--- config.mk ---
export PLATFORM = sky130hd
export DESIGN_NAME = bht_update_gen
export DESIGN_NICKNAME = d
export VERILOG_FILES = /design/src/rtl/bht_update_gen.sv
export SDC_FILE = /design/constraint.sdc
export NUM_CORES = 1
export LEC_CHECK = 0
export BUFFER_PORTS_ARGS = -buffer_cell sky130_fd_sc_hd__clkbuf_2
export CORE_MARGIN = 2
export CORE_UTILIZATION = 40
export DETAILED_ROUTE_END_ITERATION = 8
export PLACE_DENSITY = 0.67
export SLEW_MARGIN = 20
export SYNTH_ARGS = -nofsm -noshare
export SYNTH_HDL_FRONTEND = slang
export SYNTH_SLANG_ARGS = --single-unit
--- constraint.sdc ---
create_clock -name clk_i -period 8.6 [get_ports clk_i]
set_input_delay 0.86 -clock clk_i [delete_from_list [all_inputs] [get_ports clk_i]]
set_output_delay 0.86 -clock clk_i [all_outputs]
set_load 0.005 [all_outputs]
--- src/rtl/bht_update_gen.sv ---
// ============================================================================
// bht_update_gen : pairs in-order branch outcomes with outstanding predictions
//                  and emits registered BHT updates plus mispredict pulses.
// Revision: 1.0
// ============================================================================
`default_nettype none

package riscv;
  localparam int unsigned VLEN = 64;
endpackage

package ariane_pkg;
  typedef struct packed {
    logic                   valid;
    logic [riscv::VLEN-1:0] pc;
    logic                   taken;
  } bht_update_t;
endpackage

module bht_update_gen #(
  parameter int unsigned DEPTH = 8
) (
  input  logic                          clk_i,
  input  logic                          rst_i,
  input  logic                          flush_i,
  input  logic                          debug_mode_i,
  input  logic                          pred_valid_i,
  input  logic [riscv::VLEN-1:0]        pred_pc_i,
  input  logic                          pred_taken_i,
  output logic                          pred_ready_o,
  input  logic                          res_valid_i,
  input  logic                          res_taken_i,
  output ariane_pkg::bht_update_t       bht_update_o,
  output logic                          mispredict_o,
  output logic [$clog2(DEPTH):0]        count_o,
  output logic                          underflow_o
);

  localparam int unsigned PTR_W = $clog2(DEPTH);
  localparam int unsigned CNT_W = PTR_W + 1;
  localparam logic [CNT_W-1:0] FULL_CNT = CNT_W'(DEPTH);

  logic [riscv::VLEN-1:0]  pc_mem_q [DEPTH];
  logic [DEPTH-1:0]        taken_mem_q;

  logic [PTR_W-1:0]        rptr_q, rptr_d;
  logic [PTR_W-1:0]        wptr_q, wptr_d;
  logic [CNT_W-1:0]        count_q, count_d;
  ariane_pkg::bht_update_t bht_update_q, bht_update_d;
  logic                    mispredict_q, mispredict_d;
  logic                    underflow_q, underflow_d;

  logic                    push;
  logic                    pop;
  logic                    head_taken;
  logic [riscv::VLEN-1:0]  head_pc;

  assign pred_ready_o = (count_q != FULL_CNT);
  assign count_o      = count_q;
  assign bht_update_o = bht_update_q;
  assign mispredict_o = mispredict_q;
  assign underflow_o  = underflow_q;

  // Flush cancels both same-cycle push and resolve.
  assign push       = pred_valid_i && pred_ready_o && !flush_i;
  assign pop        = res_valid_i && (count_q != '0) && !flush_i;
  assign head_pc    = pc_mem_q[rptr_q];
  assign head_taken = taken_mem_q[rptr_q];

  always_comb begin
    rptr_d       = rptr_q;
    wptr_d       = wptr_q;
    count_d      = count_q;
    underflow_d  = underflow_q;
    bht_update_d = bht_update_q;
    mispredict_d = 1'b0;
    bht_update_d.valid = 1'b0;

    if (flush_i) begin
      rptr_d  = '0;
      wptr_d  = '0;
      count_d = '0;
    end else begin
      if (push) begin
        wptr_d = wptr_q + PTR_W'(1);
      end
      if (pop) begin
        rptr_d             = rptr_q + PTR_W'(1);
        bht_update_d.valid = !debug_mode_i;
        bht_update_d.pc    = head_pc;
        bht_update_d.taken = res_taken_i;
        mispredict_d       = (head_taken != res_taken_i) && !debug_mode_i;
      end
      if (res_valid_i && (count_q == '0)) begin
        underflow_d = 1'b1;
      end
      case ({push, pop})
        2'b10:   count_d = count_q + CNT_W'(1);
        2'b01:   count_d = count_q - CNT_W'(1);
        default: count_d = count_q;
      endcase
    end
  end

  always_ff @(posedge clk_i) begin
    if (rst_i) begin
      rptr_q       <= '0;
      wptr_q       <= '0;
      count_q      <= '0;
      bht_update_q <= '0;
      mispredict_q <= 1'b0;
      underflow_q  <= 1'b0;
    end else begin
      rptr_q       <= rptr_d;
      wptr_q       <= wptr_d;
      count_q      <= count_d;
      bht_update_q <= bht_update_d;
      mispredict_q <= mispredict_d;
      underflow_q  <= underflow_d;
    end
  end

  // Storage needs no reset; validity is tracked by count and pointers.
  always_ff @(posedge clk_i) begin
    if (!rst_i && push) begin
      pc_mem_q[wptr_q]    <= pred_pc_i;
      taken_mem_q[wptr_q] <= pred_taken_i;
    end
  end

endmodule

`default_nettype wire
=== Word-level counts from Yosys, hierarchy flattened ===
Memory sizes are Yosys's and may differ from the RTL's. A register that Yosys moved wholly into a read port is not among the register bits.
Index checks and enable logic that the tools add are counted.

* Bits of input ports: 72
* Memories kept: 1
* Register bits: 22
* RAM bits: 512
* Output and inout bits: 73

* Eq/ne operators: 4
* Muxes and demuxes: 8
* Add/subtract/negate cells: 4
* Bitwise gates (word level): 2
* Order comparisons: 3
* Reductions and logical operators: 18

{| class="wikitable"
|+ Memory list
! memory !! depth !! bits a word !! read ports !! clocked after memory_dff !! write ports !! line !! text
|-
| pc_mem_q || 8 || 64 || 1 || 1 || 1 || 43 || <nowiki>logic [riscv::VLEN-1:0] pc_mem_q [DEPTH];</nowiki>
|}

{| class="wikitable"
|+ Operator list
! cell !! count
|-
| 8-bit bitwise mux || 1
|-
| 1-bit logical AND || 8
|-
| 3-bit by 4-bit less-than comparator with 1-bit output (second input constant) || 2
|-
| 4-bit one-hot mux with 2 select lines || 1
|-
| 3-bit by 1-bit adder with 3-bit output (second input constant) || 2
|-
| 4-bit by 1-bit adder with 4-bit output (second input constant) || 1
|-
| 4-bit zero test || 1
|-
| 1-bit two-way mux || 4
|-
| 4-bit != test (second input constant) || 1
|-
| 2-bit AND reduction || 2
|-
| 4-bit nonzero test || 1
|-
| 4-bit by 1-bit subtractor with 4-bit output (second input constant) || 1
|-
| 1-bit binary-select mux with 3-bit select || 1
|-
| 1-bit demux with 3-bit select || 1
|-
| 3-bit by 1-bit >= comparator with 1-bit output (second input constant) || 1
|-
| 1-bit zero test || 3
|-
| 3-bit OR reduction || 1
|-
| 2-bit by 1-bit == test with 1-bit output (second input constant) || 1
|-
| 2-bit == test (second input constant) || 1
|-
| 1-bit inverter || 2
|-
| 2-bit nonzero test || 1
|-
| 2-bit OR reduction || 1
|-
| 1-bit != test || 1
|}

=== Longest topological paths before layout ===
* Depth in word-level cells: 6
* Mapped depth: 13
* Gate-level depth less buffers: 10

=== Worst setup path before layout ===
No wires, ideal clock.

* Kind: input-to-reg
* From: in pred_valid_i
* To: mem pc_mem_q[0][0] (netlist bit), enable pin
* Cell stages on the path: 5
* Buffers on the path: 1
* Arrival: 5927 ps
* Path slack: 2105 ps
* Path through: nor2b_1 > and2_4 > buf_6 > clkinv_2 > nor3_1

* Longest elaborated chain between the ends: 5

{| class="wikitable"
|+ Ends and longest elaborated chain
! item !! line !! text
|-
| start: declaration || 27 || <nowiki>input logic pred_valid_i,</nowiki>
|-
| 1-bit logical AND (2 in a row) || 65 || <nowiki>assign push = pred_valid_i && pred_ready_o && !flush_i;</nowiki>
|-
| 1-bit logical AND || 125 || <nowiki>if (!rst_i && push) begin</nowiki>
|-
| 1-bit two-way mux || 125 ||
|-
| 1-bit two-way mux (implied by the code) || 126 || <nowiki>pc_mem_q[wptr_q] <= pred_pc_i;</nowiki>
|-
| end: declaration || 43 ||
|}

Every way passes these cells.

==> results.toml <==
[worst_hold_path]
hp-start = "underflow_o"
hold_class = "register to register"

[logic_synthesis]
synth-simple-area-share = 0.0241
syn-num-nets = 1143
synth-compound-area-share = 0.0247
ys_top_cells_by_count = "520 x edfxtp_1, 130 x mux4_2, 78 x dfxtp_1, 77 x nor2_1, 69 x mux2i_1"
synth_adder_area_share = 0.00224
synth_top_family_by_area = "multiplexers"
synth_warnings = 0
syn_avg_cell_area_um2 = 20.9
synth_area_um2 = 22300
synth-edff-count = 520
synthMuxAreaShare = 0.162
synth.distinct_cells = 38
yosys.area_share.xor_xnor = 0.00235
yosysMostFrequentCell = "edfxtp_1"
synth_top_area_share = 0.699
yosysTopAreaCell = "edfxtp_1"
seq_area_frac_synth = 0.769
synth-seq-cells = 598
synthCells = 1067
synth_ff_type = "edfxtp_1"
async_reset_ff_frac = 0
synth_area_leaders = "edfxtp_1 70%, mux4_2 13%, dfxtp_1 7.0%"

[placement]
dpl.hpwl_mm = 24.5
post_dp_cell_area_um2 = 23900
port-buffer-count = 144
gp_congestion = 0.707

[sta]
final.min_clock_period_ps = 2930
fmax_ghz = 0.342
rsz0062_at_grt = "no"
fin_tns_setup_ps = 0
setup_viol = 0
finalCritPeriodShare = 0.340
finalClockSkew_ps = 20.7
final_hold_viol_count = 0
slew_headroom = 0.316
slew_violations = 0
worstMarginPinSlew_ps = 1030

[clocking]
cts_sinks = 598
cts_setup_buffers = 0
cts_max_level = 2
ctsResizeCount = 0
clk_path_buf_depth = 3
clkLatencyLatePin_ps = 620
cts_hold_buf = 0
cts_tree = "done"
root_buffer = "clkbuf_16"
path_clk_slew_ps = 60
cts_buffers = 60

[setup_path]
startpoint = "rptr_q[0]"
endpoint_kind = "register"
cp-start-kind = "register"
worstSetupPathType = "register to register"
timing.rr.start = "rptr_q[0]"
reg2reg_slack_ps = 5670
critPathMaxFanout = 44
required_ps = 9060
arrival_ps = 3380

[power]
p_int_mw = 4.76
p_sw_frac = 0.195
p_leak_nw = 8.05
powerDensity_nw_per_um2 = 228
peakVddDrop_v = 0.000200
sequentialPowerShare = 0.538
p_clk_frac = 0.442
share_comb_of_total_power = 0.020
p_sw_mw = 1.15

[floorplanning]
die_y_um = 240
initial_core_util = 0.405
die_w_um = 240
io_pins = 145
dieArea_um2 = 57700
fp-row-count = 86
core_um2 = 55100

[detailed_routing]
routed_wl_mm = 46.0
dr.pass1.iters = 4
ant_nets = 0
vias = 10611
wire_per_inst_um = 22.7
drcViolationCount = 0
drtIter0Drc = 688
vias_per_cell = 5.23

[final_layout]
stdcell_area_um2 = 25900
nets = 1305
syn2layout_area_growth_pct = 15.9
layout-drive-gt1-share = 0.317

[global_route]
antenna_found_initial = 5
gr-total-overflow = 0
grtUsageTotal = 0.162
first_global_vias = 11130
grt_max_degree = 80
grt_pass1_wl_mm = 68.9

[flow_run]
maxCapViolCount = 0

[status]
status = "complete, no violations"
## power groups by stage
stage / clock, mW / sequential [mW] / combinational (mW)
6_report: 2.61 / 3.18 / 0.119
5_1_grt: 2.78 / 3.18 / 0.133
4_1_cts: 2.67 / 3.18 / 0.122
3_5_place_dp: 0 / 3.24 / 0.121
3_3_place_gp: 0 / 3.24 / 0.116
2_1_floorplan: 0 / 3.24 / 0.0520
## registers in the layout, summed over array words and instances, names as in the netlist
| register | cells |
|---|---|
| bht_update_o | 66 |
| rptr_q | 3 |
| underflow_o | 1 |
| taken_mem_q | 8 |
| wptr_q | 3 |
| pc_mem_q | 512 |
| count_o | 4 |
| mispredict_o | 1 |
## cell type report
class	count	area, um2
Sequential cell	598	17200
Inverter	3	15.0
Clock buffer	85	1690
Timing Repair Buffer	164	877
Tap cell	748	936
Antenna cell	1	2.50
Multi-Input combinational cell	402	4860
Clock inverter	29	305
Fill cell	4651	29200
## worst paths after layout
check                           cells after the start               end
worst max register to register                      4  bht_update_o[39]
worst min-delay path                                2       underflow_o
worst min register to register                      2       underflow_o
worst max-delay path                                4  bht_update_o[39]
## routing by layer
metal	track usage	wire, um	up-vias
met4	0.0503	1010	10
met3	0.0366	2660	80
met1	0.212	19800	5563
met5	0	64	-
li1	-	-	4716
met2	0.269	22500	242
## critical path, stage by stage, from the launching register on
cell	delay (ps)
dfxtp_4	910
buf_4	850
mux4_2	610
mux2i_1	230
a211oi_1	110
## through the flow
stage,setup WS (ps),hold slack (ps),power [mW],cells,util
after floorplan,2100,453,3.29,1067,-
after global placement,5070,460,3.35,1915,0.433
after detailed placement,4990,467,3.36,1915,0.433
after CTS,5430,481,5.97,2029,0.469
after global routing,5360,513,6.09,2029,0.470
final,5670,478,5.91,2030,0.470
## cells in the final DEF, fill, tap and decap left out, drive strengths merged, types with 13 or more instances in the layout
cell type and count:
a211oi 65, buf 21, clkbuf 228, clkinv 22, dfxtp 78, edfxtp 520, mux2i 69, mux4 130
nand2 13, nor2 77
## cell families after synthesis
logic type               Yosys count
XOR/XNOR                           6
flip-flops                       598
AND/OR/NAND/NOR                  119
multiplexers                     199
buffers and inverters             67
adder cells (fa/ha/maj)            4
AO/OA/AOI/OAI                     74
Note: power is estimated with default switching activity, not from simulation.
